$ cat src/rtl/imem_loader_pkg.sv
// Shared types and constants for the instruction-memory boot loader.
package imem_loader_pkg;

  typedef enum logic [2:0] {
    IDLE   = 3'd0,
    LEN_LO = 3'd1,
    LEN_HI = 3'd2,
    DATA   = 3'd3,
    WRITE  = 3'd4,
    DONE   = 3'd5
  } state_t;

  localparam int LEN_BYTES      = 2;
  localparam int BYTES_PER_WORD = 4;

endpackage

$ cat src/rtl/imem_loader_byte_packer.sv
// Packs a little-endian byte stream into 32-bit words; word_full flags the byte
// that completes a word, so the packed word is visible the cycle after it.
module byte_packer
  import imem_loader_pkg::*;
(
  input  logic        clk,
  input  logic        reset,
  input  logic        load_en,
  input  logic        clear,
  input  logic [7:0]  byte_in,
  output logic [31:0] word_out,
  output logic        word_full
);

  logic [1:0] cnt;

  assign word_full = load_en && (cnt == 2'(BYTES_PER_WORD - 1));

  // Shift in from the top: after four bytes the first one sits in [7:0].
  always_ff @(posedge clk) begin
    if (reset || clear) begin
      cnt      <= 2'd0;
      word_out <= 32'd0;
    end else if (load_en) begin
      cnt      <= cnt + 2'd1;
      word_out <= {byte_in, word_out[31:8]};
    end
  end

endmodule

$ cat src/rtl/imem_loader.sv
// Boot loader: streams a length-prefixed program into instruction_memory and
// holds the core in reset until the load has completed.
//
// state  | meaning
// IDLE   | after reset, waiting for start
// LEN_LO | accepting low byte of the word count
// LEN_HI | accepting high byte of the word count
// DATA   | accepting the four bytes of the current word
// WRITE  | one-cycle write pulse (suppressed past capacity)
// DONE   | load complete, core released, waiting for restart
module imem_loader
  import imem_loader_pkg::*;
#(
  parameter int WIDTH1    = 32,
  parameter int MEM_SIZE  = 1024,
  parameter int BASE_ADDR = 0
) (
  input  logic              clk,
  input  logic              reset,
  input  logic              start,
  input  logic              in_valid,
  input  logic [7:0]        in_data,
  output logic              in_ready,
  output logic              imem_wr,
  output logic [WIDTH1-1:0] imem_addr,
  output logic [WIDTH1-1:0] imem_wdata,
  output logic              busy,
  output logic              done,
  output logic              overflow,
  output logic              core_reset
);

  state_t            state;
  logic [15:0]       n_words;
  logic [15:0]       idx;
  logic              adv_pending;
  logic              in_range;
  logic              start_ok;
  logic              pack_load;
  logic              pack_full;
  logic [31:0]       pack_word;
  logic [WIDTH1-1:0] addr_of_idx;

  assign in_ready   = (state == LEN_LO) || (state == LEN_HI) || (state == DATA);
  assign busy       = in_ready || (state == WRITE);
  assign done       = (state == DONE);
  assign core_reset = (state != DONE);

  assign start_ok    = start && ((state == IDLE) || (state == DONE));
  assign pack_load   = in_valid && (state == DATA);
  assign in_range    = (32'(idx) < 32'(MEM_SIZE));
  assign addr_of_idx = WIDTH1'(BASE_ADDR) + WIDTH1'({idx, 2'b00});
  assign imem_wdata  = WIDTH1'(pack_word);

  byte_packer u_packer (
    .clk       (clk),
    .reset     (reset),
    .load_en   (pack_load),
    .clear     (start_ok),
    .byte_in   (in_data),
    .word_out  (pack_word),
    .word_full (pack_full)
  );

  always_ff @(posedge clk) begin
    if (reset) begin
      state       <= IDLE;
      imem_wr     <= 1'b0;
      imem_addr   <= WIDTH1'(BASE_ADDR);
      overflow    <= 1'b0;
      n_words     <= 16'd0;
      idx         <= 16'd0;
      adv_pending <= 1'b0;
    end else begin
      imem_wr     <= 1'b0;
      adv_pending <= 1'b0;
      // Address moves one cycle after the pulse so it brackets the write.
      if (adv_pending)
        imem_addr <= addr_of_idx;
      case (state)
        IDLE, DONE: begin
          if (start) begin
            state     <= LEN_LO;
            overflow  <= 1'b0;
            idx       <= 16'd0;
            imem_addr <= WIDTH1'(BASE_ADDR);
          end
        end
        LEN_LO: begin
          if (in_valid) begin
            n_words[7:0] <= in_data;
            state        <= LEN_HI;
          end
        end
        LEN_HI: begin
          if (in_valid) begin
            n_words[15:8] <= in_data;
            state         <= ({in_data, n_words[7:0]} == 16'd0) ? DONE : DATA;
          end
        end
        DATA: begin
          if (pack_full) begin
            state   <= WRITE;
            imem_wr <= in_range;
          end
        end
        WRITE: begin
          if (!in_range)
            overflow <= 1'b1;
          idx         <= idx + 16'd1;
          adv_pending <= 1'b1;
          state       <= (16'(idx + 16'd1) == n_words) ? DONE : DATA;
        end
        default: state <= IDLE;
      endcase
    end
  end

endmodule

$ cat config.mk
export PLATFORM = sky130hd
export DESIGN_NAME = imem_loader
export DESIGN_NICKNAME = d
export VERILOG_FILES = /design/src/rtl/imem_loader_pkg.sv /design/src/rtl/imem_loader_byte_packer.sv /design/src/rtl/imem_loader.sv
export SDC_FILE = /design/constraint.sdc
export NUM_CORES = 1
export LEC_CHECK = 0
export CAP_MARGIN = 20
export CORE_MARGIN = 3
export CORE_UTILIZATION = 45
export DETAILED_ROUTE_END_ITERATION = 12
export PLACE_DENSITY = 0.81
export SLEW_MARGIN = 20
export SYNTH_ARGS = -nofsm -noshare
export SYNTH_HDL_FRONTEND = slang
export SYNTH_SLANG_ARGS = --single-unit
$ cat constraint.sdc
create_clock -name clk -period 2.7 [get_ports clk]
set_input_delay 0.54 -clock clk [delete_from_list [all_inputs] [get_ports clk]]
set_output_delay 0.54 -clock clk [all_outputs]
set_load 0.01 [all_outputs]
==> results summary <==
The synthesized net count came out at roughly 540. The floorplan step set the die height to roughly 100 µm. For hold timing, the worst endpoint is u_packer.word_out[0]. In the post-route analysis, the smallest setup slack over all paths is about 120 ps.

The area of the core region came out at ~9400 µm². The power per standard cell area came out at about 530 nW/µm². The static leakage power is ~1.8 nW. Registers take roughly 2100 µm². In the final timing run, aggregate negative setup slack is 0 ps. The period utilization came out at about 96%.

The floorplan die width is 105 µm. By startpoint and endpoint, the worst setup path is classified as register to output pin. Counting cells, the worst reg-to-reg path comes to 8. TritonCTS created 9 clock buffers.

The number of top-level pins came out at roughly 80. The number of buffer cells added on primary ports is slightly above 80. The overall power after layout came out at 2.91 mW. The synthesized design contains between 100 and 150 register bits. The initial core utilization is between 40% and 50%. The initial detailed-routing violation count came out at a little over 200. The run finished with clean final reports. The largest vdd supply drop is 0.000346 V. The cell sitting at the root of the clock tree is a sky130_fd_sc_hd__clkbuf_8. The clock net sink count came out at 104. The floorplan die area came out at 11,000 µm². For this run, the detailed router's first-pass iteration total came to 5. The number of setup violations in the final report is 0. The synthesized netlist contains 43 unique library cells. The number of global-route vias before repair is about 3,600.

The number of buffers added for setup after CTS is 0. TritonCTS built the clock tree. The clock arrives with 13.2 ps of skew.

The detail route stage leaves a number of antenna-violating nets equal to 0. After detailed routing, the number of remaining DRC violations is 0. The worst setup path is launched from a register. The area of all placed cells without fillers is between 5000 and 6000 µm². The total overflow reported by the global router is 0.

The number of vias per cell is 5.30. Counting instances, the worst hold path has a depth of 2. The critical-path maximum fanout is 14. The largest net degree at the start of global routing came out at 51. Timing would allow up to slightly below 0.4 GHz. STA classifies the critical path endpoint as an output pin.

In this run the most critical hold path is launched from u_packer.word_out[0]. The number of cells upsized or downsized after cts is 0. Dividing the detail-routed wire length by the instance count gives about 15 µm.

Prior to clock tree synthesis, the placed netlist has a worst setup slack of roughly 240 ps. The startpoint identified for the worst register-to-register timing path is idx[0]. The total global-route track usage is 19.5%. The final wirelength is 10,600 µm.

The routed layout has around 3,800 vias. The insertion delay to the later sink of the worst-skew pair is 370 ps. The worst hold slack is between 400 and 500 ps.

The fraction of layout cells with a size suffix above 1 is roughly 5.4%. The post-place instance area is 5290 µm². The number of max-slew violations in the final report is 0. The half-perimeter wire length after detailed placement came out at 7390 µm. Setup repair after global routing left no endpoint under its margin.

The area occupied by multi-input gates is between 2000 and 2500 µm². STA puts the critical path data required time at roughly 2200 ps. The first global-routing pass estimated between 15,000 and 20,000 µm of wire. The signal arrival time at the worst endpoint came out at 2040 ps. After clock tree synthesis, the clock-pin slew on the worst setup and hold paths is 110 ps. The sequential-to-total area share from yosys stat came out at 47.4%.

The path class of the tightest hold or removal check is register to register. The max-capacitance violation count is 0. The congestion estimate from routability-driven global placement came to between 0.8 and 0.9. The maximum level of the CTS H-tree is 3. The worst-case headroom to the max-slew limit came out at 48.6%. In this run the critical register-to-register path is captured at state[1]. The number of rows in the core area came out at 35. The warning count from the yosys run came out at 0.

The total number of nets in the final design is about 600. The number of antenna violations at the first check in global routing is 0. The repair_antennas step left the layout with diodes totalling 0. The shortest clock period the worst path allows after layout is 2580 ps. The filler cells instantiated in the layout total between 800 and 900. The internal reg-to-reg setup slack came out at about 180 ps. The number of hold violations in the final report came out at 0. The cell area after synthesis came out at about 4400 µm². The count of hold buffers inserted by post-cts repair is 0. The synthesized netlist cell count is 530. The synthesis-to-layout area growth is 24.8%. The worst-margin pin slew came out at ~770 ps.

The average footprint of a synthesized cell came out at 8.29 µm². The maximum clock insertion buffer count came out at 2.
==> worst max path at each step <==
stage                     startpoint  endpoint  slack (ps)  depth (start not counted)
after floorplan               idx[0]  state[1]         490                          8
after global placement        idx[0]  state[1]         310                          8
after detailed placement      idx[0]  state[1]         240                          8
after CTS                   state[0]      done         120                          4
after global routing        state[0]      done          20                          4
final                       state[0]      done         120                          4
==> layout make-up <==
cell class	instances	area share, %
inverter	5	0.342
multi-input combinational	382	39.0
tap	129	2.94
timing repair buffer	88	16.2
sequential	104	38.0
clock inverter	6	1.03
clock buffer	10	2.51
==> per-layer routing <==
metal | GRT usage (%) | vias to the layer above | share of wire [%]
met5 | 0 | - | 0
met2 | 33.0 | 113 | 49
met4 | 6.19 | 0 | 1.7
met1 | 25.5 | 1813 | 44
li1 | - | 1898 | -
met3 | 3.15 | 13 | 4.7
==> registers in the layout, indices dropped and copies added (netlist names) <==
name,count
overflow,1
idx,16
adv_pending,1
n_words,16
state,3
u_packer.word_out,32
u_packer.cnt,2
imem_wr,1
imem_addr,32
==> layout by cell type, fill, tap and decap left out, types with 2 or more instances in the layout <==
cell type / synthesis / routed
sky130_fd_sc_hd__or4_4: 2 / 2
sky130_fd_sc_hd__a311oi_1: 4 / 4
sky130_fd_sc_hd__nand4_1: 4 / 4
sky130_fd_sc_hd__and3_1: 4 / 4
sky130_fd_sc_hd__inv_8: 0 / 2
sky130_fd_sc_hd__clkdlybuf4s50_1: 0 / 81
sky130_fd_sc_hd__ha_1: 2 / 2
sky130_fd_sc_hd__and2_1: 18 / 18
sky130_fd_sc_hd__buf_12: 0 / 2
sky130_fd_sc_hd__nand2b_1: 3 / 2
sky130_fd_sc_hd__o21ai_1: 3 / 3
sky130_fd_sc_hd__nand2_1: 110 / 110
sky130_fd_sc_hd__buf_4: 1 / 5
sky130_fd_sc_hd__nor2_1: 55 / 55
sky130_fd_sc_hd__nand3_1: 7 / 7
sky130_fd_sc_hd__inv_6: 0 / 2
sky130_fd_sc_hd__xnor2_1: 25 / 25
sky130_fd_sc_hd__inv_1: 5 / 5
sky130_fd_sc_hd__dfxtp_1: 104 / 104
sky130_fd_sc_hd__o21ai_0: 6 / 6
sky130_fd_sc_hd__o22ai_1: 2 / 2
sky130_fd_sc_hd__a22oi_1: 4 / 4
sky130_fd_sc_hd__mux2i_1: 26 / 26
sky130_fd_sc_hd__a211oi_1: 3 / 3
sky130_fd_sc_hd__nor4_1: 6 / 6
sky130_fd_sc_hd__a21oi_1: 61 / 61
sky130_fd_sc_hd__a31oi_1: 3 / 3
sky130_fd_sc_hd__clkbuf_8: 0 / 10
sky130_fd_sc_hd__nor3_1: 13 / 13
sky130_fd_sc_hd__nor4_2: 2 / 2
sky130_fd_sc_hd__xor2_1: 5 / 5
==> logic make-up (layout without fill, tap and decap cells) <==
logic type / after synthesis / in the layout / synth area share (%)
simple gates: 232 / 232 / 24.4
buf+inv: 44 / 109 / 3.96
fa+ha+maj: 2 / 2 / 0.570
compound gates: 92 / 92 / 11.8
flops: 104 / 104 / 47.4
mux: 26 / 26 / 5.93
xor+xnor: 30 / 30 / 5.98
==> synthesized netlist by cell type, drive strengths merged <==
cell	n	area, µm²
nor2	55	206
o21a	1	7.51
ha	2	25.0
a311oi	4	35.0
and2	18	113
a211oi	3	22.5
o21ai	9	45.0
xnor2	25	219
a221oi	1	8.76
and4	1	8.76
buf	7	35.0
o21bai	1	7.51
or4	2	22.5
inv	5	18.8
a21o	1	7.51
nor3	14	75.1
a21oi	61	305
and3	4	25.0
nor4b	1	8.76
o211ai	1	7.51
nand2	111	419
clkbuf	32	120
nor2b	1	6.26
nand3	8	52.6
nand4	4	25.0
a22oi	4	30.0
xor2	5	43.8
nand2b	3	18.8
o22ai	2	12.5
mux2i	26	260
nor4	9	83.8
a41oi	1	8.76
or3	1	6.26
a31oi	3	18.8
dfxtp	104	2080
==> critical path, stage by stage (launching register included) <==
cell and delay [ps]:
sky130_fd_sc_hd__dfxtp_1 650, sky130_fd_sc_hd__nor2b_1 270, sky130_fd_sc_hd__nand2_1 130, sky130_fd_sc_hd__inv_1 90
sky130_fd_sc_hd__clkdlybuf4s50_1 530
==> power by group <==
group | internal [mW] | switching (mW)
Clock | 0.382 | 0.568
Combinational | 0.141 | 0.215
Sequential | 1.56 | 0.0455
Total | 2.08 | 0.829
==> per-stage QoR <==
step / instances / utilization, %
after floorplan: 530 / -
after CTS: 724 / 58.5
after global routing: 724 / 58.5
after detailed placement: 708 / 56.4
after global placement: 708 / 56.4
final: 724 / 58.5
(Power assumes the default switching activity.)
==> RTL change, RTL diff (config.mk and constraints unchanged) <==
The parameter `WIDTH1` goes from 32 to 16.
--- a/src/rtl/imem_loader.sv
+++ b/src/rtl/imem_loader.sv
@@ -12,5 +12,5 @@
   import imem_loader_pkg::*;
 #(
-  parameter int WIDTH1    = 32,
+  parameter int WIDTH1    = 16,
   parameter int MEM_SIZE  = 1024,
   parameter int BASE_ADDR = 0
Ports: changed (resized imem_addr and imem_wdata); port bits go from 82 to 50. No check against the original RTL was run, so the function may have changed too.
==> RTL change against the unedited design <==
Power fell by 9.2%; wire length fell by 14%; final area fell by 15%; setup slack improved by 0.12 ns; count of clock-buffer cells in the layout fell by 1; die area fell by 7.7%; synthesized area fell by 8.1%; global-route usage fell by 0.91 points; sequential cell count fell by 16; largest cell class unchanged.
==> RTL change: results (changes against the unedited design) <==
Run status
  – Status: finished clean

Cells and area
  – Inverters: 7 (+2)
  – ClkCell Share: 0.0382 (+0.00287)
  – Multi-input gates: 362 (-5.2%)
  – # fillers: 746 (-10%)
  – Share of post-route cells with drive strength above 1: 0.0642 (+0.0104)
  – Seq area share: 0.379 (-0.000528)
  – Non-CTS buffers: 57 (-35%)

Synth
  – Post-synthesis average cell area: 7.93 um2 (-4.3%)
  – Sequential share of the synthesized area: 0.437 (-0.0375)
  – Top post-synthesis cells by count: 116 x nand2_1, 88 x dfxtp_1, 68 x a21oi_1, 36 x nor2_1, 28 x clkbuf_1
  – Largest cells by area after synthesis: dfxtp_1 44%, nand2_1 11%, a21oi_1 8.4%
  – Post-Syn Nets: 523 (-3.9%)
  – Number of synthesized register bits: 88 (-15%)
  – Post-Synth Adder-Cell Area: 0.00868 (+0.00298)
  – Post-synthesis cell type count: 47 (+9.3%)
  – Mux cell area share after synthesis: 0.0372 (-0.0220)

Detailed routing
  – Routed wire length: 9.08 mm (-14%)
  – DR vias/cell: 5.53 (+4.4%)
  – Met3 Wirelength: 640 um (+28%)
  – Starting DRT DRC Count: 292 (+45%)
  – Via count: 3514 (-8.4%)
  – Met2 WL: 4.22 mm (-19%)

Floorplanning
  – Die width: 101 um (-3.9%)

Timing
  – Worst-margin pin slew: 0.915 ns (+0.147 ns)
  – Final hold slack: 0.445 ns (-0.0174 ns)

Worst setup path
  – CP max stage delay: 0.70 ns (+0.05 ns)
  – FF-to-FF path depth: 7 (-1)
  – Worst Path Arrival: 1.92 ns (-0.12 ns)
  – Worst-path maximum fanout: 17 (+3)
  – Flop-to-flop setup slack: 0.33 ns (+0.15 ns)

Placed design
  – Placed insts: 619 (-13%)
  – Post-DP Area: 4470 um2 (-16%)
  – Place WS: 0.322 ns (+0.0833 ns)
  – Dpl hpwl: 6.60 mm (-11%)

Global route
  – Number of global-route vias before repair: 3202 (-12%)
  – First-pass GRT wire length: 15.2 mm (-15%)
  – GR Util met3: 0.0443 (+0.0128)
  – Met2 global-route usage: 0.291 (-0.0389)

Pwr
  – Peak supply drop: 252 uV (-27%)
  – P_sw: 0.803 mW (-3.1%)
  – Leak: 1.49 nW (-17%)

Clocking
  – H-Tree Depth: 3 (unchanged)
  – Worst-Skew Late Latency: 0.36 ns

Min path
  – Hold Crit Start: u_packer.word_out[24]
  – Hold Path Sink: u_packer.word_out[16]
-- RTL change: changes by cell type in the layout (fill, tap and decap cells not counted), sizes merged, moves of 5 or more --
cell and delta:
and2 -14, o21ai +9, xnor2 -7, mux2i -11, or3 +5, o31ai +5, nand3 +6, nand2 +5
dfxtp -16, nor2 -19, a21oi +7, nor3 -6, clkdlybuf4s50 -32
-- RTL change: power by group through the flow --
stage | clock (mW) | combinational, mW | sequential, mW
2_1_floorplan | 0 | 0.301 | 1.38
3_3_place_gp | 0 | 0.417 | 1.41
3_5_place_dp | 0 | 0.419 | 1.42
4_1_cts | 0.844 | 0.421 | 1.39
5_1_grt | 0.915 | 0.465 | 1.39
6_report | 0.829 | 0.424 | 1.39
-- RTL change: worst min-delay path: stages, from the launching register on --
cell	delay [ns]
dfxtp_1	0.32
nand2_1	0.05
a21oi_1	0.05
